`src/rtl/regread.sv`:
```
// Register-read stage: owns the integer register file and feeds operands to EX.
// Optional same-cycle writeback bypass: define REGREAD_WB_BYPASS_EN.
package regread_pkg;

   localparam int XLEN     = 32;
   localparam int NUM_REGS = 32;
   localparam int IDX_W    = $clog2(NUM_REGS);

   typedef struct packed {
      logic             valid;
      logic [IDX_W-1:0] idx;
   } reg_ref_t;

   typedef struct packed {
      reg_ref_t rs1;
      reg_ref_t rs2;
      reg_ref_t rd;
   } decode_t;

   typedef struct packed {
      logic       valid;
      logic [3:0] cause;
   } except_t;

   typedef struct packed {
      logic            valid;
      logic [XLEN-1:0] pc;
      decode_t         decode;
      except_t         except;
   } issued_instr_t;

   typedef struct packed {
      logic            valid;
      logic [XLEN-1:0] pc;
      decode_t         decode;
      except_t         except;
      logic [XLEN-1:0] rs1_data;
      logic [XLEN-1:0] rs2_data;
   } operand_instr_t;

   typedef struct packed {
      logic             valid;
      logic [IDX_W-1:0] idx;
      logic [XLEN-1:0]  data;
   } int_arch_reg_wb_t;

endpackage

module regread
   import regread_pkg::*;
(
   input  logic             i_clk,
   input  logic             i_rst_n,
   input  logic             i_flush,
   input  logic             i_stall,
   input  issued_instr_t    i_instr,
   output logic             o_stall,
   output operand_instr_t   o_instr,
   input  int_arch_reg_wb_t i_int_reg_wb
);

   localparam logic [0:0] IDLE   = 1'b0;
   localparam logic [0:0] REPLAY = 1'b1;

   logic [XLEN-1:0] regs [NUM_REGS];
   logic [0:0]      state;
   logic [XLEN-1:0] rs1_raw;
   logic [XLEN-1:0] rs2_raw;
   logic [XLEN-1:0] rs1_data;
   logic [XLEN-1:0] rs2_data;
   logic            wb_live;
   logic            hit1;
   logic            hit2;
   logic            hazard;

   assign wb_live = i_int_reg_wb.valid & (i_int_reg_wb.idx != '0);
   assign hit1 = wb_live & i_instr.decode.rs1.valid
               & (i_instr.decode.rs1.idx == i_int_reg_wb.idx);
   assign hit2 = wb_live & i_instr.decode.rs2.valid
               & (i_instr.decode.rs2.idx == i_int_reg_wb.idx);

   always_comb begin
      rs1_raw = '0;
      rs2_raw = '0;
      if (i_instr.decode.rs1.valid && i_instr.decode.rs1.idx != '0)
         rs1_raw = regs[i_instr.decode.rs1.idx];
      if (i_instr.decode.rs2.valid && i_instr.decode.rs2.idx != '0)
         rs2_raw = regs[i_instr.decode.rs2.idx];
   end

`ifdef REGREAD_WB_BYPASS_EN
   assign rs1_data = hit1 ? i_int_reg_wb.data : rs1_raw;
   assign rs2_data = hit2 ? i_int_reg_wb.data : rs2_raw;
   assign hazard   = 1'b0;
`else
   assign rs1_data = rs1_raw;
   assign rs2_data = rs2_raw;
   assign hazard   = i_instr.valid & (hit1 | hit2);
`endif

   // A hazard seen in REPLAY is handled exactly like one in IDLE.
   assign o_stall = i_stall | (i_rst_n & hazard);

   always_ff @(posedge i_clk) begin
      if (!i_rst_n) begin
         for (int i = 0; i < NUM_REGS; i++)
            regs[i] <= '0;
      end else if (wb_live) begin
         regs[i_int_reg_wb.idx] <= i_int_reg_wb.data;
      end
   end

   always_ff @(posedge i_clk) begin
      if (!i_rst_n) begin
         o_instr <= '0;
         state   <= IDLE;
      end else if (i_flush) begin
         o_instr <= '0;
         state   <= IDLE;
      end else if (!i_stall) begin
         unique case (state)
            IDLE: begin
               if (hazard) begin
                  o_instr <= '0;
                  state   <= REPLAY;
               end else begin
                  o_instr.valid    <= i_instr.valid;
                  o_instr.pc       <= i_instr.pc;
                  o_instr.decode   <= i_instr.decode;
                  o_instr.except   <= i_instr.except;
                  o_instr.rs1_data <= rs1_data;
                  o_instr.rs2_data <= rs2_data;
               end
            end
            REPLAY: begin
               if (hazard) begin
                  o_instr <= '0;
               end else begin
                  o_instr.valid    <= i_instr.valid;
                  o_instr.pc       <= i_instr.pc;
                  o_instr.decode   <= i_instr.decode;
                  o_instr.except   <= i_instr.except;
                  o_instr.rs1_data <= rs1_data;
                  o_instr.rs2_data <= rs2_data;
                  state            <= IDLE;
               end
            end
            default: begin
               o_instr <= '0;
               state   <= IDLE;
            end
         endcase
      end
   end

endmodule

```
`config.mk`:
```
export PLATFORM = sky130hd
export DESIGN_NAME = regread
export DESIGN_NICKNAME = d
export VERILOG_FILES = /design/src/rtl/regread.sv
export SDC_FILE = /design/constraint.sdc
export NUM_CORES = 2
export LEC_CHECK = 0
export CELL_PAD_IN_SITES_DETAIL_PLACEMENT = 1
export CELL_PAD_IN_SITES_GLOBAL_PLACEMENT = 1
export CORE_AREA = 10 10 453 455
export CTS_CLUSTER_SIZE = 14
export DETAILED_ROUTE_END_ITERATION = 12
export DIE_AREA = 0 0 463 465
export GPL_TIMING_DRIVEN = 0
export PLACE_DENSITY_LB_ADDON = 0.1
export SKIP_CTS_REPAIR_TIMING = 1
export SYNTH_ARGS = -nofsm -noshare
export SYNTH_HDL_FRONTEND = slang
export SYNTH_SLANG_ARGS = --single-unit
```
`constraint.sdc`:
```
create_clock -name i_clk -period 6.2 [get_ports i_clk]
set_input_delay 1.24 -clock i_clk [delete_from_list [all_inputs] [get_ports i_clk]]
set_output_delay 1.24 -clock i_clk [all_outputs]
set_load 0.05 [all_outputs]
```
After elaboration in Yosys (flattened, before gate mapping). Memory sizes are Yosys's and may differ from the RTL's. Cells that the tools add are included.

Register bits after elaboration: 120. Bits in latches: 0. RAM bits: 1024. Bits in read-only memories: 0. Output and inout port bits: 121. Word-level logic and storage cells: 42. Memories kept: 1.

$add $sub $neg: 0. $mul: 0. Divide/modulo/power cells: 0. Magnitude comparators: 0. Equal/unequal tests: 2. Shift-type cells: 0. Mux-type cells: 10. Bitwise operators: 10. Reduce and logical (&&, ||, !) cells: 7.

Memories: regs (depth 32, width 32, read ports 2, clocked after memory_dff 0, wr ports 32, line 65) `logic [XLEN-1:0] regs [NUM_REGS];`.

Operators by type and width (number): two-way mux 120 bit (1); two-way mux 32 bit (3); OR reduction 32 bit (1); nonzero test 5 bit (3); equality test 5 bit (2); AND 1 bit (7); two-way mux 1 bit (5); two-way mux 5 bit (1); logical AND 1 bit (2); bitwise OR 1 bit (2); OR reduction 2 bit (1); NOT 1 bit (1).

Depth between registers and ports, before layout.
Depth after elaboration: 8. Mapped depth: 10. Gate-level depth less buffers: 6.

Least setup slack after synthesis. Ideal clock, no wire load.

Path kind: input to register. From: input i_int_reg_wb[35] in the netlist's numbering. To: memory regs[12][0] (enable). Arrival time: 4.338 ns. Required time: 5.734 ns. Slack: 1.396 ns. Stages on the path: 6. Path buffers: 3. Cell sequence: buf_2 or3_1 clkbuf_2 nand3b_1 clkbuf_1 o21ai_0.

RTL lines: start, declared (line 59) `input int_arch_reg_wb_t i_int_reg_wb`; end, declared (line 65).

Worst setup path after layout.
From: input i_instr[21] in the netlist's numbering. To: register o_instr[51] in the netlist's numbering.

Word-level cells in the longest chain between the ends: 5.

RTL lines: start, declared (line 56) `input issued_instr_t i_instr,`; parallel branches: the longest is 4 deep, another holds memory read (32 x 32 bit); two-way mux 120 bit * (line 123, 136); end, declared (line 58) `output operand_instr_t o_instr,`.

Mark *: on every way between the ends. A chain may end at the register's enable or synchronous reset.

==> summary.md <==
| Metric | Value |
|---|---|
| Max cap viols | `4` |
| Xor and xnor area share after synthesis | `0.00150` |
| Vias | `roughly 44000` |
| Rows | `between 150 and 200` |
| Class of the most critical hold timing path | `reg -> reg` |
| Syn Area/Cell | `~13 sq um` |
| Final Non-Filler Cells | `~8000` |
| CTS tree | `built` |
| Mux share of post-synthesis cell area | `0.174` |
| DP Cell Count | `7481` |
| Critical path, cell by cell | `clkdlybuf4s50_1, clkbuf_1, nand3_1, nor2_1, clkbuf_1, a22oi_1, nand3_1, nor2_1, a32o_1` |
| Tmin final | `between 5 and 6 ns` |
| Main combinational cell family by area after synthesis | `multiplexers` |
| Die Ht | `between 400 and 500 um` |
| Leak | `roughly 25 nW` |
| I/O Pins | `approximately 220` |
| Via/cell ratio | `5.73` |
| Starting Density | `0.298` |
| Critical path class | `in -> reg` |
| Peak supply drop | `between 0.2 and 0.25 mV` |
| Top FF cell, synth | `edfxtp_1` |
| Placeable Area | `196000 sq um` |
| Netlist cell types | `55` |
| Slowest cell on the critical path | `nand3_1` |
| CP Launch Type | `input port` |
| Htree depth | `4` |
| Final ANT Viol Nets | `0` |
| Largest net degree at the start of global routing | `33` |
| Status | `finished with violations` |
| RR Startpoint | `regs[28][11]` |
| Seq/Total Area, Yosys | `0.566` |
| Worst Hold End | `o_instr[119]` |
| Final net count | `~5100` |
| Fmax | `around 0.17 GHz` |
| Layout cell share with drive strength beyond 1 | `0.132` |
| Remaining DRCs | `0` |
| Worst Hold Launch | `o_instr[119]` |
| First-pass GRT wire length | `slightly above 400000 um` |
| Iter 0 DRT Violations | `between 5000 and 6000` |
| CTS Buffer Depth | `3` |
| Post-synthesis compound-gate area fraction | `0.0854` |
| Tightest Pin Transition | `1.58 ns` |
| Worst Hold Depth | `2` |
| Gr ovfl total | `0` |
| Worst skew pair latency | `around 0.84 ns` |
| # setup viols final | `0` |
| Initial antenna violation count | `41` |
| Worst R2R Setup Slack | `3.40 ns` |
| Synthesized cell area | `58600 sq um` |
| Synth async-reset ratio | `0` |
| PortBufs | `206` |
| Final Cycle Share | `0.960` |
| GRT Util Overall | `0.285` |
| Crit end category | `flop` |
| Area Overhead vs Synth | `20.1%` |
| DRT Pass-1 Iters | `6` |
| Post-Synth Adder-Cell Area | `0` |
| Failing checks | `capacitance limit, slew limit` |
| Vias in the first global route | `around 44000` |
| Worst EP required | `6.90 ns` |
| Yosys reg bits | `around 1100` |
| Simple-gate share of the synthesized area | `0.139` |
| Placer Congestion | `0.974` |
| DP HPWL | `between 200000 and 250000 um` |
| Final WL | `~320000 um` |
| Slew Viols, Final | `28` |
| Slew margin rel. | `-0.0613` |
| Final Hold Viols | `0` |
| Die Wd | `roughly 460 um` |
| Reg clk slew, reported paths | `about 0.06 ns` |
| Clk root buf | `clkbuf_16` |
| TritonCTS buffer count | `roughly 140` |
| Synth warnings | `0` |
| Post-synth EDFFs | `between 1000 and 1500` |
| Fin util | `0.359` |
| Crit path max fanout | `10` |
| Number of filler cells placed in the layout | `between 20000 and 25000` |
| Slowest Stage Delay on Critical Path | `~1.0 ns` |
| Die ar. | `215000 sq um` |
| Final Skew | `around 0.035 ns` |
| Routed length per instance | `just over 40 um` |
| Crit path DAT | `6.65 ns` |
| Power per Cell Area | `around 290 nW/um^2` |
| RSZ-0062 raised after global routing | `no` |
| Gate Count Post-Synth | `roughly 4500` |
| FF-to-FF End | `o_instr[43]` |
| Sink Count | `1144` |
| Setup TNS | `0 ns` |
| Worst r2r path cells | `5` |
-- critical path: cells and delay by family --
kind            cells  cell delay (ns)
simple gates        4             2.48
buf+inv             3             2.25
compound gates      2             0.66
-- placed cells by master (no fill, tap or decap), types with 9 or more instances in the layout --
master	count
a32o_1	63
o21ai_4	31
nor2b_1	17
a221oi_1	52
nand3b_1	9
and2_1	994
clkbuf_16	153
clkbuf_8	9
buf_16	24
xnor2_1	10
clkbuf_1	359
nand2_1	50
dfxtp_1	120
mux2_2	53
o21ai_0	129
diode_2	25
buf_4	12
mux2i_1	544
o22ai_1	71
nand3_1	54
edfxtp_1	1024
buf_6	9
clkinv_1	12
buf_2	115
a22o_1	49
a21oi_1	118
conb_1	32
buf_1	14
buf_12	29
a22oi_1	179
nor2_1	236
nor3_1	15
clkinv_2	21
mux4_2	185
clkdlybuf4s50_1	206
-- how the worst max path moves through the flow --
| stage | start | endpoint | slack [ns] | depth (start not counted) |
|---|---|---|---|---|
| global route | i_instr[21] | o_instr[50] | 0.42 | 9 |
| CTS | i_instr[21] | o_instr[51] | 0.50 | 9 |
| finish | i_instr[21] | o_instr[51] | 0.25 | 9 |
| detailed placement | i_instr[21] | o_instr[51] | -0.36 | 9 |
| floorplan | i_int_reg_wb[35] | regs[12][0] | 1.40 | 6 |
| global placement | i_int_reg_wb[32] | regs[4][10] | -4.11 | 5 |
-- synthesized netlist by cell type, types with 10 or more instances --
cell	instances	area, sq um
clkbuf_1	310	1160
a22o_1	49	429
xnor2_1	10	87.6
buf_2	112	561
and2_1	994	6220
mux2_2	53	597
o21ai_0	160	801
nor3_1	15	75.1
a221oi_1	52	455
nor2b_1	17	106
edfxtp_1	1024	30700
a32o_1	63	631
buf_4	11	82.6
buf_1	18	67.6
a21oi_1	118	591
a22oi_1	179	1340
mux2i_1	544	5450
nand3_1	54	270
o22ai_1	71	444
dfxtp_1	120	2400
nand2_1	50	188
mux4_2	185	4170
nor2_1	236	886
-- registers in the layout, indices dropped and copies added (netlist names) --
name     count
regs      1024
o_instr    120
-- per-stage QoR --
stage	setup WS, ns	cell area, sq um	hold slack, ns	power (mW)
2_1_floorplan	1.40	58700	0.628	10.3
3_3_place_gp	-4.11	64000	0.452	11.7
3_5_place_dp	-0.360	65700	0.456	11.8
4_1_cts	0.500	70300	0.466	20.1
5_1_grt	0.418	70300	0.483	20.6
6_report	0.248	70400	0.462	20.1
-- layout make-up --
type	instances	area, sq um	area share
multi-input combinational	2970	23900	0.340
clock buffer	217	4160	0.0592
tap	2640	3300	0.0470
inverter	5	21.3	0.000302
timing repair buffer	264	3360	0.0478
buffer	459	1970	0.0280
sequential	1144	33200	0.471
antenna	25	62.6	0.000889
clock inverter	44	399	0.00567
-- metal layers --
| layer | global-route usage | share of wire | vias to the layer above | wire length (um) |
|---|---|---|---|---|
| li1 | - | - | 18000 | - |
| met1 | 0.375 | 0.41 | 23600 | 131000 |
| met2 | 0.450 | 0.45 | 2355 | 143000 |
| met3 | 0.0689 | 0.091 | 535 | 29000 |
| met5 | 0 | 0.00015 | - | 48 |
| met4 | 0.116 | 0.047 | 8 | 14900 |
-- logic make-up after synthesis --
family / count (synthesis)
simple gates: 1419
compound gates: 727
flops: 1144
xor+xnor: 10
mux: 782
other cells: 1
buf+inv: 464
-- power by group --
group / total (mW) / internal [mW] / switching, mW / leakage, nW
clock network: 8.44 / 4.91 / 3.53 / 2.24
logic: 2.65 / 0.812 / 1.84 / 12.0
registers: 9.05 / 8.80 / 0.249 / 10.7
No activity file was read; power rests on OpenSTA's default activity.
